<file path="src/rtl/hw5_result_buffer.sv">
// hw5_result_buffer: FIFO that holds ALU pipeline results {result, tag, op}
// until a downstream consumer accepts them with a valid/ready handshake.
// NOP ops are filtered out. A push into a full buffer with no same-edge pop
// is dropped and sets a sticky overflow flag.
// Optional feature: define HW5_RESULT_BUFFER_DROP_COUNT_EN to add a 16-bit
// saturating drop_count output.
module hw5_result_buffer #(
  parameter int WIDTH    = 32,
  parameter int DATABITS = 7,
  parameter int DEPTH    = 8
) (
  input  logic                       clk,
  input  logic                       reset,
  input  logic [WIDTH-1:0]           in_result,
  input  logic [DATABITS-1:0]        in_tag,
  input  logic [1:0]                 in_op,
  input  logic                       out_ready,
  output logic                       out_valid,
  output logic [WIDTH-1:0]           out_result,
  output logic [DATABITS-1:0]        out_tag,
  output logic [1:0]                 out_op,
  output logic [$clog2(DEPTH):0]     count,
  output logic                       full,
  output logic                       overflow
`ifdef HW5_RESULT_BUFFER_DROP_COUNT_EN
  ,
  output logic [15:0]                drop_count
`endif
);

  localparam int AW = $clog2(DEPTH);
  localparam int EW = WIDTH + DATABITS + 2;
  localparam logic [AW-1:0] LAST_PTR  = AW'(DEPTH - 1);
  localparam logic [AW:0]   FULL_CNT  = (AW + 1)'(DEPTH);

  // Storage holds packed {result, tag, op}; it needs no reset value because
  // only entries below count are ever presented.
  logic [EW-1:0] mem [DEPTH];
  logic [AW-1:0] wr_ptr;
  logic [AW-1:0] rd_ptr;
  logic [EW-1:0] head;

  logic op_valid;
  logic pop;
  logic push;
  logic drop;

  // Handshake decode: a pop frees a slot in the same edge, so a full buffer
  // can still accept a push when the head is leaving.
  always_comb begin
    op_valid = (in_op != 2'd0);
    pop      = out_valid && out_ready;
    push     = op_valid && (!full || pop);
    drop     = op_valid && full && !pop;
  end

  // Head presentation comes only from registered state, so nothing pushed
  // this cycle can appear on the outputs before the next edge.
  always_comb begin
    head       = mem[rd_ptr];
    out_valid  = (count != '0);
    full       = (count == FULL_CNT);
    out_result = '0;
    out_tag    = '0;
    out_op     = '0;
    if (out_valid) begin
      out_result = head[EW-1 -: WIDTH];
      out_tag    = head[DATABITS+1 -: DATABITS];
      out_op     = head[1:0];
    end
  end

  // Storage write port.
  always_ff @(posedge clk) begin
    if (push) begin
      mem[wr_ptr] <= {in_result, in_tag, in_op};
    end
  end

  // Pointers, occupancy and the sticky overflow flag.
  always_ff @(posedge clk or negedge reset) begin
    if (!reset) begin
      wr_ptr   <= '0;
      rd_ptr   <= '0;
      count    <= '0;
      overflow <= 1'b0;
    end else begin
      if (push) begin
        wr_ptr <= (wr_ptr == LAST_PTR) ? '0 : wr_ptr + 1'b1;
      end
      if (pop) begin
        rd_ptr <= (rd_ptr == LAST_PTR) ? '0 : rd_ptr + 1'b1;
      end
      case ({push, pop})
        2'b10:   count <= count + 1'b1;
        2'b01:   count <= count - 1'b1;
        default: count <= count;
      endcase
      if (drop) begin
        overflow <= 1'b1;
      end
    end
  end

`ifdef HW5_RESULT_BUFFER_DROP_COUNT_EN
  // Saturating count of dropped pushes.
  always_ff @(posedge clk or negedge reset) begin
    if (!reset) begin
      drop_count <= '0;
    end else if (drop && (drop_count != 16'hFFFF)) begin
      drop_count <= drop_count + 16'd1;
    end
  end
`endif

endmodule

</file>
<file path="config.mk">
export PLATFORM = sky130hd
export DESIGN_NAME = hw5_result_buffer
export DESIGN_NICKNAME = d
export VERILOG_FILES = /design/src/rtl/hw5_result_buffer.sv
export SDC_FILE = /design/constraint.sdc
export NUM_CORES = 1
export LEC_CHECK = 0
export ABC_AREA = 1
export BUFFER_PORTS_ARGS = -buffer_cell sky130_fd_sc_hd__buf_4
export CAP_MARGIN = 20
export CORE_ASPECT_RATIO = 1.2
export CORE_MARGIN = 2
export CORE_UTILIZATION = 40
export DETAILED_ROUTE_END_ITERATION = 7
export GPL_ROUTABILITY_DRIVEN = 0
export GPL_TIMING_DRIVEN = 0
export PLACE_DENSITY = 0.59
export SYNTH_ARGS = -nofsm -noshare
export SYNTH_HDL_FRONTEND = slang
export SYNTH_SLANG_ARGS = --single-unit
</file>
<file path="constraint.sdc">
create_clock -name clk -period 4.4 [get_ports clk]
set_input_delay 0.22 -clock clk [delete_from_list [all_inputs] [get_ports clk]]
set_output_delay 0.22 -clock clk [all_outputs]
set_load 0.01 [all_outputs]
</file>
# Word level (Yosys, flattened, before mapping)
# Memory sizes are Yosys's and may differ from the RTL's.
# Cells that the tools add are included.
# Widths: inputs -> output; s select.
# classes
addsub,4
eq_ne,5
n_mux,8
reduce_logical,10
# ops
cell,count
$mux 32,1
$pmux 4 s2,1
$mux 7,1
$add 3x1->3 const B,2
$eq 3x3->1 const B,2
$mux 3,2
$add 4x1->4 const B,1
$eq 4x4->1 const B,1
$logic_and 1x1->1,4
$reduce_bool 2->1,2
$reduce_bool 4->1,1
$sub 4x1->4 const B,1
$eq 2x1->1 const B,1
$eq 2x2->1 const B,1
$logic_not 1->1,2
$mux 1,2
$mux 2,1
$logic_or 1x1->1,1
# totals
regBits,11
mem_bits_rw,328
inputBits,44
out_inout_bits,48
word_cells,32
n_memories,1
# memory_table
name,depth,width,rd,rd_ports_with_merged_regs,wr,line_no,rtl
mem,8,41,1,0,1,38,logic [EW-1:0] mem [DEPTH];

# Depth between registers and ports, before layout
# Gate-level depths: netlist (run 1).
# depth
word_depth,6
depth_mapped,12
mapped_depth_nobuf,12

# Worst setup path before layout (run 1)
# No wires, ideal clock.
# synth_path
kind,register to register
from,register count[0]
to,"memory mem[1][0] (netlist bit), enable pin"
setup_time_ns,0.439
t_arrival_ns,2.807
t_required_ns,3.961
setup_slack_ns,1.154
stages_incl_launch_ff,9
n_path_buf,0
synth_period_minus_slack_ns,3.246
cell_sequence,dfrtp_1 nor2_2 nand2_4 nand2_4 nand2_2 nand2_1 nor2_1 inv_1 nor2_1
# synth_via
elab_chain_cells,6
elab_cells_between_ends,8
cone_classes,eq/ne (1); mux (2); reduce/logical (5)
# synth_lines
item,line_no,rtl
start: declaration,22,"output logic [$clog2(DEPTH):0] count,"
start signal: assignment,95,2'b10: count <= count + 1'b1;
start signal: assignment,96,2'b01: count <= count - 1'b1;
start signal: assignment,97,default: count <= count;
$eq 4x4->1 / $reduce_bool 4->1 (equally long branches),"62, 61",
$logic_not 1->1 / $logic_and 1x1->1 (equally long branches),"53, 52",
$logic_or 1x1->1 (*),53,push = op_valid && (!full || pop);
$logic_and 1x1->1 (*),53,
$mux 1 (*),75,if (push) begin
$mux 1 (not written as such) (*),76,"mem[wr_ptr] <= {in_result, in_tag, in_op};"
end: declaration,38,
# Mark *: on every way between the ends. The rest lies on a longest branch, timed or not.

# Final worst setup path (run 1)
# layout_path
from,register rd_ptr[1]
to,output port out_result[31]
# layout_via
elab_chain_cells,2
# layout_lines
item,line_no,rtl
start: declaration,40,logic [AW-1:0] rd_ptr;
start signal: assignment,92,rd_ptr <= (rd_ptr == LAST_PTR) ? '0 : rd_ptr + 1'b1;
$mem_v2 8x41,--,
$mux 32,66,if (out_valid) begin
end: declaration,19,"output logic [WIDTH-1:0] out_result,"
# No other way between the ends.

==> out/metrics.csv, run 1 <==
stage,metric,value,unit
status,status,"complete, no violations",
worst_setup_path,critPathMaxStageDelay,0.55,ns
grt,antenna_found_initial,1,
detailed_routing,dr.pass1.iters,5,
clock_network,htree_levels,2,
sta,max_freq,357,MHz
die,initial_utilization,40.6,%
pwr,p_sw,4.46,mW
synthesis,ys_seq_elements,339,
die,top_level_ports,92,
worst_setup_path,critPathLaunchType,register,
worst_setup_path,slowest_stage,clkbuf_1,
synthesis,synthTopCellsByCount,"nor2_1 (341), edfxtp_1 (328), o21ai_0 (91)",
pwr,p_sw_share,36.4,%
final_layout,utilization,50.1,%
sta,period_share,63.7,%
die,die_h,205,um
detailed_routing,route.detailed.drc,0,
die,die_area,0.0352,mm^2
synthesis,synth_edf_count,328,
placement,numPortBuffers,91,
synthesis,seq_area_frac_synth,75.1,%
worst_setup_path,crit_fanout,10,
sta,finalSetupViolCount,0,
grt,grt-ovfl-total,0,
pwr,power_density,738,mW/mm^2
final_layout,nets,1253,
worst_setup_path,ff2ff_path_depth,10,
worst_setup_path,reg2reg_from,count[3],
sta,min_period,2.80,ns
synthesis,syn-num-nets,1074,
synthesis,yosysMostFrequentCell,nor2_1,
sta,layout_setup_ws,1.60,ns
worst_setup_path,cp.depth,7,
worst_setup_path,critPathBufInv,3,
final_layout,n_antenna_cell,0,
worst_setup_path,r2r_setup_slack,1.73,ns
die,core,0.0332,mm^2
clock_network,clk_latency,0.51,ns
sta,fin_hold_ws,0.0900,ns
final_layout,finalInstanceArea,0.0166,mm^2
synthesis,yosys.area.top_type,edfxtp_1,
final_layout,fin_cells,1680,
worst_setup_path,criticalPathCategory,register to output port,
sta,worst_pin_slew,0.776,ns
sta,slew_viol_final,0,
worst_setup_path,worstPathArrival,2.58,ns
worst_setup_path,reg2reg_to,mem[1][19],
sta,hold_viol,0,
pwr,seqPwrFrac,36.4,%
grt,grt_pass1_wl,51700,um
synthesis,synth_ff_type,edfxtp_1,
synthesis,avgSynthCellArea,13.1,um^2
synthesis,synthTopCellsByArea,"edfxtp_1 (73%), nor2_1 (9.5%), o32ai_1 (5.3%)",
grt,grt_pass1_vias,8822,
synthesis,syn_area,0.0135,mm^2
pwr,power.total,12.2,mW
clock_network,cts_made_buffers,34,
worst_setup_path,crit_top_cell,nor2_1,
clock_network,clkTransAtPathRegs,0.06,ns
synthesis,ys_warn_count,0,
placement,post-dp-hpwl,21100,um
detailed_routing,routed_wl,34400,um
sta,rsz0062_at_grt,false,
clock_network,cts.sinks,339,
clock_network,cts_buffer_depth,3,
pwr,p_comb_share,39.1,%
sta,worst_clock_skew,0.00844,ns
pwr,p_int,7.78,mW
worst_setup_path,end_kind,output port,
placement,place_area,0.0150,mm^2
synthesis,netlist_instances,1025,
detailed_routing,vias_per_cell,5.35,
die,die_x,172,um
detailed_routing,drt_iter0_markers,781,
final_layout,area_growth,23.2,%
pwr,leakagePower,5.72,nW
die,rows,73,
synthesis,async_flop_share,3.24,%
placement,dp_cells,1576,
worst_hold_path,hold_path_class,input port to async pin,
detailed_routing,dr_total_vias,8980,
sta,slew_headroom,48.1,%
detailed_routing,antenna_left,0,
worst_setup_path,crit_chain,buf_2 > clkbuf_1 > o21ai_0 > o32ai_1 > nor2_1 > nor2_1 > buf_4,
synthesis,ys_types,27,
worst_setup_path,startpoint,rd_ptr[1],
placement,pre_cts_ws,1.72,ns
worst_setup_path,worstSetupEndpoint,out_result[31],
worst_setup_path,cpLargestDelayFamily,buffers and inverters,
detailed_routing,wl_per_cell,20.5,um
sta,setup_tns,0,ns
clock_network,root_buffer,clkbuf_16,
grt,grt_max_degree,27,
worst_setup_path,crit_required,4.18,ns
grt,grt_use_total,19.7,%
pwr,vdd.ir_drop.worst,0.289,mV
final_layout,drive_gt1_share,16.0,%
clock_network,cts_tree,done,
run,cap_violations,0,
synthesis,synth_top_area_share,73.1,%
pwr,pwr-share-clk,24.5,%
## cells by family (layout without fill, tap and decap cells)
| family | count (synthesis) | in the layout | share of synthesized area [%] |
|---|---|---|---|
| adders and majority gates | 5 | 5 | 0.464 |
| buffers and inverters | 85 | 290 | 3.04 |
| DFF | 339 | 339 | 75.1 |
| and+or+nand+nor | 377 | 377 | 10.8 |
| xor gates and xnor gates | 2 | 2 | 0.130 |
| AOI/OAI and AO/OA | 217 | 217 | 10.4 |
## layer usage
layer	up-vias	GRT usage (%)	part of all wire, %
met4	2	6.27	2.5
met1	4503	25.2	42
met3	56	2.40	5.2
li1	4128	-	-
met2	291	34.7	51
met5	-	0	0.032
## repair_timing
action	CTS	global route
hold buffers	42	0
hold endpoints to repair	339	0
gates resized for setup	0	0
setup buffers	0	0
## area by class of cell
| type | instances | area (um^2) |
|---|---|---|
| Buffer | 67 | 342 |
| Timing Repair Buffer | 143 | 1330 |
| Inverter | 18 | 67.6 |
| Tap cell | 450 | 563 |
| Fill cell | 2870 | 16600 |
| Clock buffer | 47 | 983 |
| Multi-Input combinational cell | 601 | 3000 |
| Clock inverter | 15 | 183 |
| Sequential cell | 339 | 10100 |
## power groups by stage
| stage | registers (mW) | clock network [mW] | logic (mW) |
|---|---|---|---|
| floorplan | 4.53 | 0 | 2.63 |
| global placement | 4.60 | 0 | 4.54 |
| detailed placement | 4.52 | 0 | 4.81 |
| CTS | 4.45 | 3.03 | 4.86 |
| global route | 4.50 | 3.15 | 5.25 |
| finish | 4.45 | 3.00 | 4.79 |
## registers in the layout (all words and copies together) (netlist names)
| signal | cells |
|---|---|
| mem | 328 |
| count | 4 |
| rd_ptr | 3 |
| wr_ptr | 3 |
| overflow | 1 |
## layout by cell type (no fill, tap or decap), types with 3 or more instances in the layout
master,instances
buf_16,4
edfxtp_1,328
nand3_1,7
buf_12,6
nor2_4,8
clkinv_1,5
buf_2,21
o21ai_0,91
clkbuf_1,43
inv_1,15
ha_1,5
nor2_1,333
clkinv_2,4
a21oi_1,4
bufinv_16,4
nand2_1,20
clkbuf_16,37
inv_2,3
buf_6,8
o32ai_1,82
buf_4,92
dfrtp_1,11
dlygate4sd3_1,42
o21ai_1,37
## worst min-delay path by stage
| stage | start | to | slack (ns) | cells past startpoint |
|---|---|---|---|---|
| after floorplan | reset | count[0] | -0.08 | 0 |
| after global placement | reset | count[0] | 0.07 | 1 |
| after detailed placement | reset | count[2] | 0.08 | 1 |
| after CTS | reset | overflow | 0.08 | 2 |
| after global routing | reset | count[2] | 0.10 | 2 |
| final | reset | overflow | 0.09 | 2 |
Note: power is estimated with default switching activity, not from simulation.
==> run 2, diff against run 1 <==
Settings changed: ABC_AREA 1 to 0.
Clock period 4.4 ns to 2.8 ns, I/O delays scaled along.
==> run 2 against run 1 <==
  * Synthesized area shrank 2.4%
  * Cell count is 28% lower
  * Clock power increased by 32%
  * Global-route usage shrank 2.9 points
  * Count of clock-buffer cells in the layout shrank 10
==> out/metrics.csv, run 2 <==
stage,metric,value,unit
synthesis,synth_ff_type,edfxtp_1,
sta,slew_headroom,41.1,%
detailed_routing,vias_per_cell,5.24,
synthesis,synthTopCellsByCount,"edfxtp_1 (328), mux4_2 (82), nor2_1 (51)",
synthesis,synth_top_area_share,74.9,%
pwr,p_comb_share,37.8,%
detailed_routing,wl_per_cell,23.1,um
synthesis,ys_warn_count,0,
clock_network,htree_levels,1,
clock_network,cts_made_buffers,30,
grt,grt_max_degree,22,
worst_hold_path,min_from,in_result[25],
synthesis,ys_seq_elements,339,
die,initial_utilization,40.7,%
clock_network,clkTransAtPathRegs,0.06,ns
synthesis,synth_edf_count,328,
die,die_h,203,um
pwr,power_density,1080,mW/mm^2
detailed_routing,route.detailed.drc,0,
worst_setup_path,worstPathArrival,2.92,ns
pwr,p_int,12.2,mW
final_layout,n_antenna_cell,0,
placement,post-dp-hpwl,17700,um
sta,worst_clock_skew,0.00756,ns
final_layout,utilization,50.4,%
final_layout,area_growth,23.9,%
synthesis,yosysMostFrequentCell,edfxtp_1,
worst_setup_path,criticalPathCategory,register to register,
run,cap_violations,0,
detailed_routing,dr.pass1.iters,5,
sta,hold_viol,0,
status,status,"complete, no violations",
worst_setup_path,critPathLaunchType,register,
synthesis,synthTopCellsByArea,"edfxtp_1 (75%), mux4_2 (14%), mux2i_1 (3.2%)",
pwr,p_sw_share,30.9,%
synthesis,ys_types,35,
clock_network,clk_latency,0.55,ns
sta,period_share,95.4,%
placement,numPortBuffers,90,
worst_setup_path,r2r_setup_slack,0.13,ns
detailed_routing,drt_iter0_markers,323,
synthesis,yosys.area.top_type,edfxtp_1,
sta,slew_viol_final,0,
final_layout,nets,837,
synthesis,avgSynthCellArea,21.9,um^2
worst_setup_path,crit_fanout,21,
final_layout,fill_cells,2573,
grt,grt-ovfl-total,0,
pwr,leakagePower,5.56,nW
final_layout,final_common_cell,edfxtp_1,
die,top_level_ports,92,
synthesis,syn_area,0.0132,mm^2
grt,grt_pass1_vias,6882,
worst_setup_path,ff2ff_path_depth,6,
grt,grt_pass1_wl,42600,um
final_layout,regArea,0.0101,mm^2
detailed_routing,dr_total_vias,6379,
synthesis,syn-num-nets,649,
detailed_routing,antenna_left,0,
die,die_x,170,um
final_layout,largest_reg_flops,328,
die,rows,72,
worst_setup_path,reg2reg_to,mem[6][16],
clock_network,root_buffer,clkbuf_16,
pwr,pwr-share-clk,22.5,%
sta,fin_hold_ws,0.354,ns
final_layout,finalInstanceArea,0.0163,mm^2
worst_hold_path,hold_depth,2,
worst_setup_path,end_kind,register,
pwr,p_sw,5.44,mW
final_layout,final_cell_mix,"edfxtp_1 (328), buf_4 (100), mux4_2 (82)",
sta,rsz0062_at_grt,false,
die,die_area,0.0344,mm^2
pwr,seqPwrFrac,39.7,%
final_layout,top_register,mem,
placement,place_area,0.0148,mm^2
sta,max_freq,374,MHz
synthesis,netlist_instances,600,
worst_setup_path,reg2reg_from,count[0],
synthesis,seq_area_frac_synth,77.0,%
grt,grt_use_total,16.8,%
final_layout,multi_input_area,0.00292,mm^2
sta,worst_pin_slew,0.882,ns
sta,finalSetupViolCount,0,
worst_hold_path,hold_path_class,input port to register,
die,core,0.0323,mm^2
final_layout,drive_gt1_share,34.5,%
pwr,vdd.ir_drop.worst,0.422,mV
grt,antenna_found_initial,0,
sta,min_period,2.67,ns
synthesis,async_flop_share,3.24,%
clock_network,cts_buffer_depth,3,
detailed_routing,routed_wl,28100,um
clock_network,cts_tree,done,
worst_setup_path,crit_required,3.04,ns
worst_hold_path,min_to,mem[7][34],
clock_network,cts.sinks,339,
final_layout,reg_top3,"mem (328), count (4)",
run 2: cells by family (layout without fill, tap and decap cells):
group / Yosys count / in the layout / synth area share (%)
compound gates: 15 / 15 / 0.999
xor+xnor: 3 / 3 / 0.200
fa+ha+maj: 5 / 5 / 0.476
buf+inv: 36 / 247 / 1.31
flops: 339 / 339 / 77.0
mux: 126 / 126 / 17.4
simple gates: 76 / 76 / 2.61
run 2: per-stage QoR:
step / power (mW) / setup TNS [ns] / worst slack [ns] / cells
final: 17.6 / 0 / 0.128 / 1218
after global routing: 18.6 / 0 / 0.00484 / 1218
after CTS: 17.9 / 0 / 0.00282 / 1212
after detailed placement: 13.8 / 0 / 0.0593 / 1113
after global placement: 13.3 / -777.60 / -2.69 / 1097
after floorplan: 10.8 / -157.52 / -0.594 / 600
run 2: what timing repair did:
| action | in CTS | in global routing |
|---|---|---|
| resized for setup | 12 | 14 |
| endpoints found under the hold margin | 341 | 0 |
| hold buffers | 44 | 0 |
| pin swaps | 0 | 2 |
| buffers inserted | 0 | 6 |
| setup endpoints to repair | 37 | 46 |
run 2: cell type report:
class | count | area share, %
Clock buffer | 37 | 4.90
Buffer | 32 | 1.23
Multi-Input combinational cell | 225 | 17.9
Tap cell | 407 | 3.12
Sequential cell | 339 | 62.1
Inverter | 4 | 0.0921
Timing Repair Buffer | 156 | 9.67
Clock inverter | 18 | 0.936
run 2: power by group through the flow:
stage	Clock, mW	Combinational (mW)	Sequential (mW)
floorplan	0	3.78	7.05
global placement	0	6.10	7.15
detailed placement	0	6.70	7.11
CTS	4.06	6.78	7.01
global route	4.25	7.23	7.08
finish	3.96	6.67	7.00
run 2: critical path, stage by stage, from the launching register on:
cell and delay (ns):
dfrtp_1 0.40, buf_2 0.26, or4b_4 0.20, o21ai_4 0.08
or2b_2 0.43, nor2_4 0.70, buf_12 0.29
run 2: worst max-delay path by stage:
stage,from,endpoint,depth (start not counted)
3_5_place_dp,count[0],mem[1][25],7
5_1_grt,count[0],mem[7][22],6
3_3_place_gp,count[0],mem[4][28],5
6_report,count[0],mem[6][16],6
4_1_cts,rd_ptr[1],out_result[11],5
2_1_floorplan,count[0],mem[2][0],5
run 2: metal layers:
metal  routed length (um)  GRT usage, %
met5                    0             0
met4                  374          3.45
met3                 1130          2.26
met1                11600          21.5
met2                15000          30.6
==> run 3, diff against run 2 <==
--- a/config.mk
+++ b/config.mk
@@ -12,4 +12,5 @@
 export CORE_MARGIN = 2
 export CORE_UTILIZATION = 40
+export CTS_CLUSTER_SIZE = 24
 export DETAILED_ROUTE_END_ITERATION = 7
 export GPL_ROUTABILITY_DRIVEN = 0
==> constraint.sdc (replaced) <==
create_clock -name clk -period 2.8 [get_ports clk]
set_input_delay 0.28 -clock clk [delete_from_list [all_inputs] [get_ports clk]]
set_output_delay 0.28 -clock clk [all_outputs]
set_load 0.01 [all_outputs]
==> run 3 against run 2 <==
  * Critical path depth is the same
  * Sequential power is essentially flat
  * Power grew 0.59%
  * Sequential share of layout area shrank 0.18 points
  * Combinational power grew 1%
  * Clock power is essentially flat
  * Hold slack lost 0.27 ns
  * First-iteration DRC count grew 13%
  * Global-route usage is the same
  * Register-to-register slack gained 0.09 ns
  * Critical path type is now register to output port
  * Largest cell class unchanged
==> out/metrics.csv, run 3 (same netlist as run 2, synthesis figures left out) <==
stage,metric,value,unit
detailed_routing,drt_iter0_markers,366,
final_layout,drive_gt1_share,35.4,%
sta,slew_headroom,39.0,%
worst_setup_path,crit_chain,buf_6 > buf_6 > mux4_2 > mux2i_2 > nor2_1 > buf_4,
pwr,power.total,17.7,mW
die,die_x,170,um
worst_setup_path,worstPathArrival,2.41,ns
clock_network,htree_levels,1,
sta,finalSetupViolCount,0,
clock_network,cts_made_buffers,30,
die,initial_utilization,40.7,%
worst_setup_path,cpLargestDelayFamily,multiplexers,
die,die_h,203,um
final_layout,n_antenna_cell,0,
die,rows,72,
die,die_area,0.0344,mm^2
pwr,pwr-share-clk,22.4,%
detailed_routing,route.detailed.drc,0,
die,core,0.0323,mm^2
final_layout,nets,840,
pwr,power_density,1080,mW/mm^2
sta,min_period,2.69,ns
sta,period_share,96.0,%
detailed_routing,dr_total_vias,6406,
final_layout,area_growth,24.3,%
detailed_routing,wl_per_cell,23.3,um
final_layout,reg_top3,"mem (328), count (4)",
worst_setup_path,crit_required,2.52,ns
detailed_routing,vias_per_cell,5.25,
sta,hold_viol,0,
die,top_level_ports,92,
detailed_routing,maxUsedRoutingLayer,met4,
clock_network,cts.sinks,339,
detailed_routing,wl_met1,11800,um
sta,rsz0062_at_grt,false,
worst_setup_path,critPathMaxStageDelay,0.54,ns
final_layout,top_register,mem,
final_layout,final_common_cell,edfxtp_1,
status,status,"complete, no violations",
sta,slew_viol_final,0,
pwr,seqPwrFrac,39.5,%
placement,numPortBuffers,90,
clock_network,root_buffer,clkbuf_16,
sta,fin_hold_ws,0.0839,ns
grt,grt-ovfl-total,0,
pwr,p_int,12.2,mW
pwr,vdd.ir_drop.worst,0.439,mV
placement,post-dp-hpwl,17700,um
clock_network,clkTransAtPathRegs,0.06,ns
worst_setup_path,critPathLaunchType,register,
grt,grt_pass1_wl,42600,um
pwr,p_sw_share,31.0,%
clock_network,cts_buffer_depth,3,
pwr,p_comb_share,38.2,%
sta,worst_pin_slew,0.914,ns
worst_setup_path,crit_top_cell,buf_6,
grt,grt_pass1_vias,6879,
sta,max_freq,372,MHz
detailed_routing,antenna_left,0,
final_layout,largest_reg_flops,328,
final_layout,final_cell_mix,"edfxtp_1 (328), buf_4 (101), mux4_2 (82)",
detailed_routing,wl_met3,1100,um
clock_network,clk_latency,0.55,ns
detailed_routing,route.met2.wl,15200,um
detailed_routing,routed_wl,28400,um
detailed_routing,dr.pass1.iters,5,
worst_setup_path,criticalPathCategory,register to output port,
pwr,p_sw,5.49,mW
grt,grt_use_total,16.8,%
grt,antenna_found_initial,0,
worst_setup_path,end_kind,output port,
sta,worst_clock_skew,0.00898,ns
clock_network,cts_tree,done,
pwr,leakagePower,5.57,nW
grt,grt_max_degree,22,
worst_setup_path,critPathBufInv,3,
worst_hold_path,hold_path_class,input port to register,
final_layout,utilization,50.6,%
worst_setup_path,slowest_stage,mux4_2,
run,cap_violations,0,
worst_setup_path,crit_fanout,10,
## run 3: cell count changes in the layout (fill, tap and decap cells not counted), moves of 2 or more
| cell | delta |
|---|---|
| clkbuf_2 | -4 |
| clkdlybuf4s15_2 | +3 |
| buf_6 | +2 |
| dlygate4sd3_1 | -2 |
| nor2_2 | +2 |
## run 3: timing repair
item / in CTS / in global routing
hold buffers: 42 / 0
endpoints found under the setup margin: 41 / 100
pin swaps: 1 / 6
gates cloned: 0 / 2
buffers inserted: 0 / 9
hold endpoints to repair: 339 / 0
resized for setup: 26 / 9
## run 3: worst reg2reg max path: cells and delay by family, from the launching register on
kind,cells,cell delay (ns)
and+or+nand+nor,3,1.09
buffers and inverters,3,0.71
DFF,1,0.40
AOI/OAI and AO/OA,1,0.08
## run 3: per-stage QoR
step | worst slack (ns) | setup TNS [ns] | cell area (um^2) | cells
floorplan | -0.594 | -157.52 | 13200 | 600
global placement | -2.80 | -811.53 | 14400 | 1097
detailed placement | -0.0313 | -0.328 | 14800 | 1113
CTS | 0.0140 | 0 | 16300 | 1210
global route | 0.00932 | 0 | 16400 | 1221
finish | 0.113 | 0 | 16400 | 1221
## run 3: routing by layer
metal  vias to the layer above  GRT usage (%)
met1                      3386           21.5
met3                        25           2.26
li1                       2850              -
met5                         -              0
met4                         0           3.45
met2                       145           30.6
## run 3: final timing paths
kind | from | end | slack (ns) | cells past startpoint
setup / recovery | rd_ptr[0] | out_tag[6] | 0.11 | 6
hold / removal | out_ready | overflow | 0.08 | 2
setup reg to reg | count[0] | mem[2][28] | 0.22 | 7
hold reg to reg | overflow | overflow | 0.46 | 2
max in group asynchronous | reset | rd_ptr[0] | 2.52 | 2
min in group asynchronous | reset | count[3] | 0.10 | 2
## run 3: power groups by stage
stage          Clock [mW]  Sequential, mW  Combinational (mW)
3_5_place_dp            0            7.11                6.70
2_1_floorplan           0            7.05                3.78
3_3_place_gp            0            7.15                6.10
5_1_grt              4.25            7.08                7.32
4_1_cts              4.06            7.01                6.83
6_report             3.97            7.00                6.77
## run 3: area by class of cell
type / count / area (um^2)
inverter: 4 / 15.0
multi-input combinational: 227 / 2940
fill: 2565 / 16000
buffer: 32 / 230
clock buffer: 37 / 798
timing repair buffer: 157 / 1580
sequential: 339 / 10100
tap: 407 / 509
clock inverter: 18 / 153
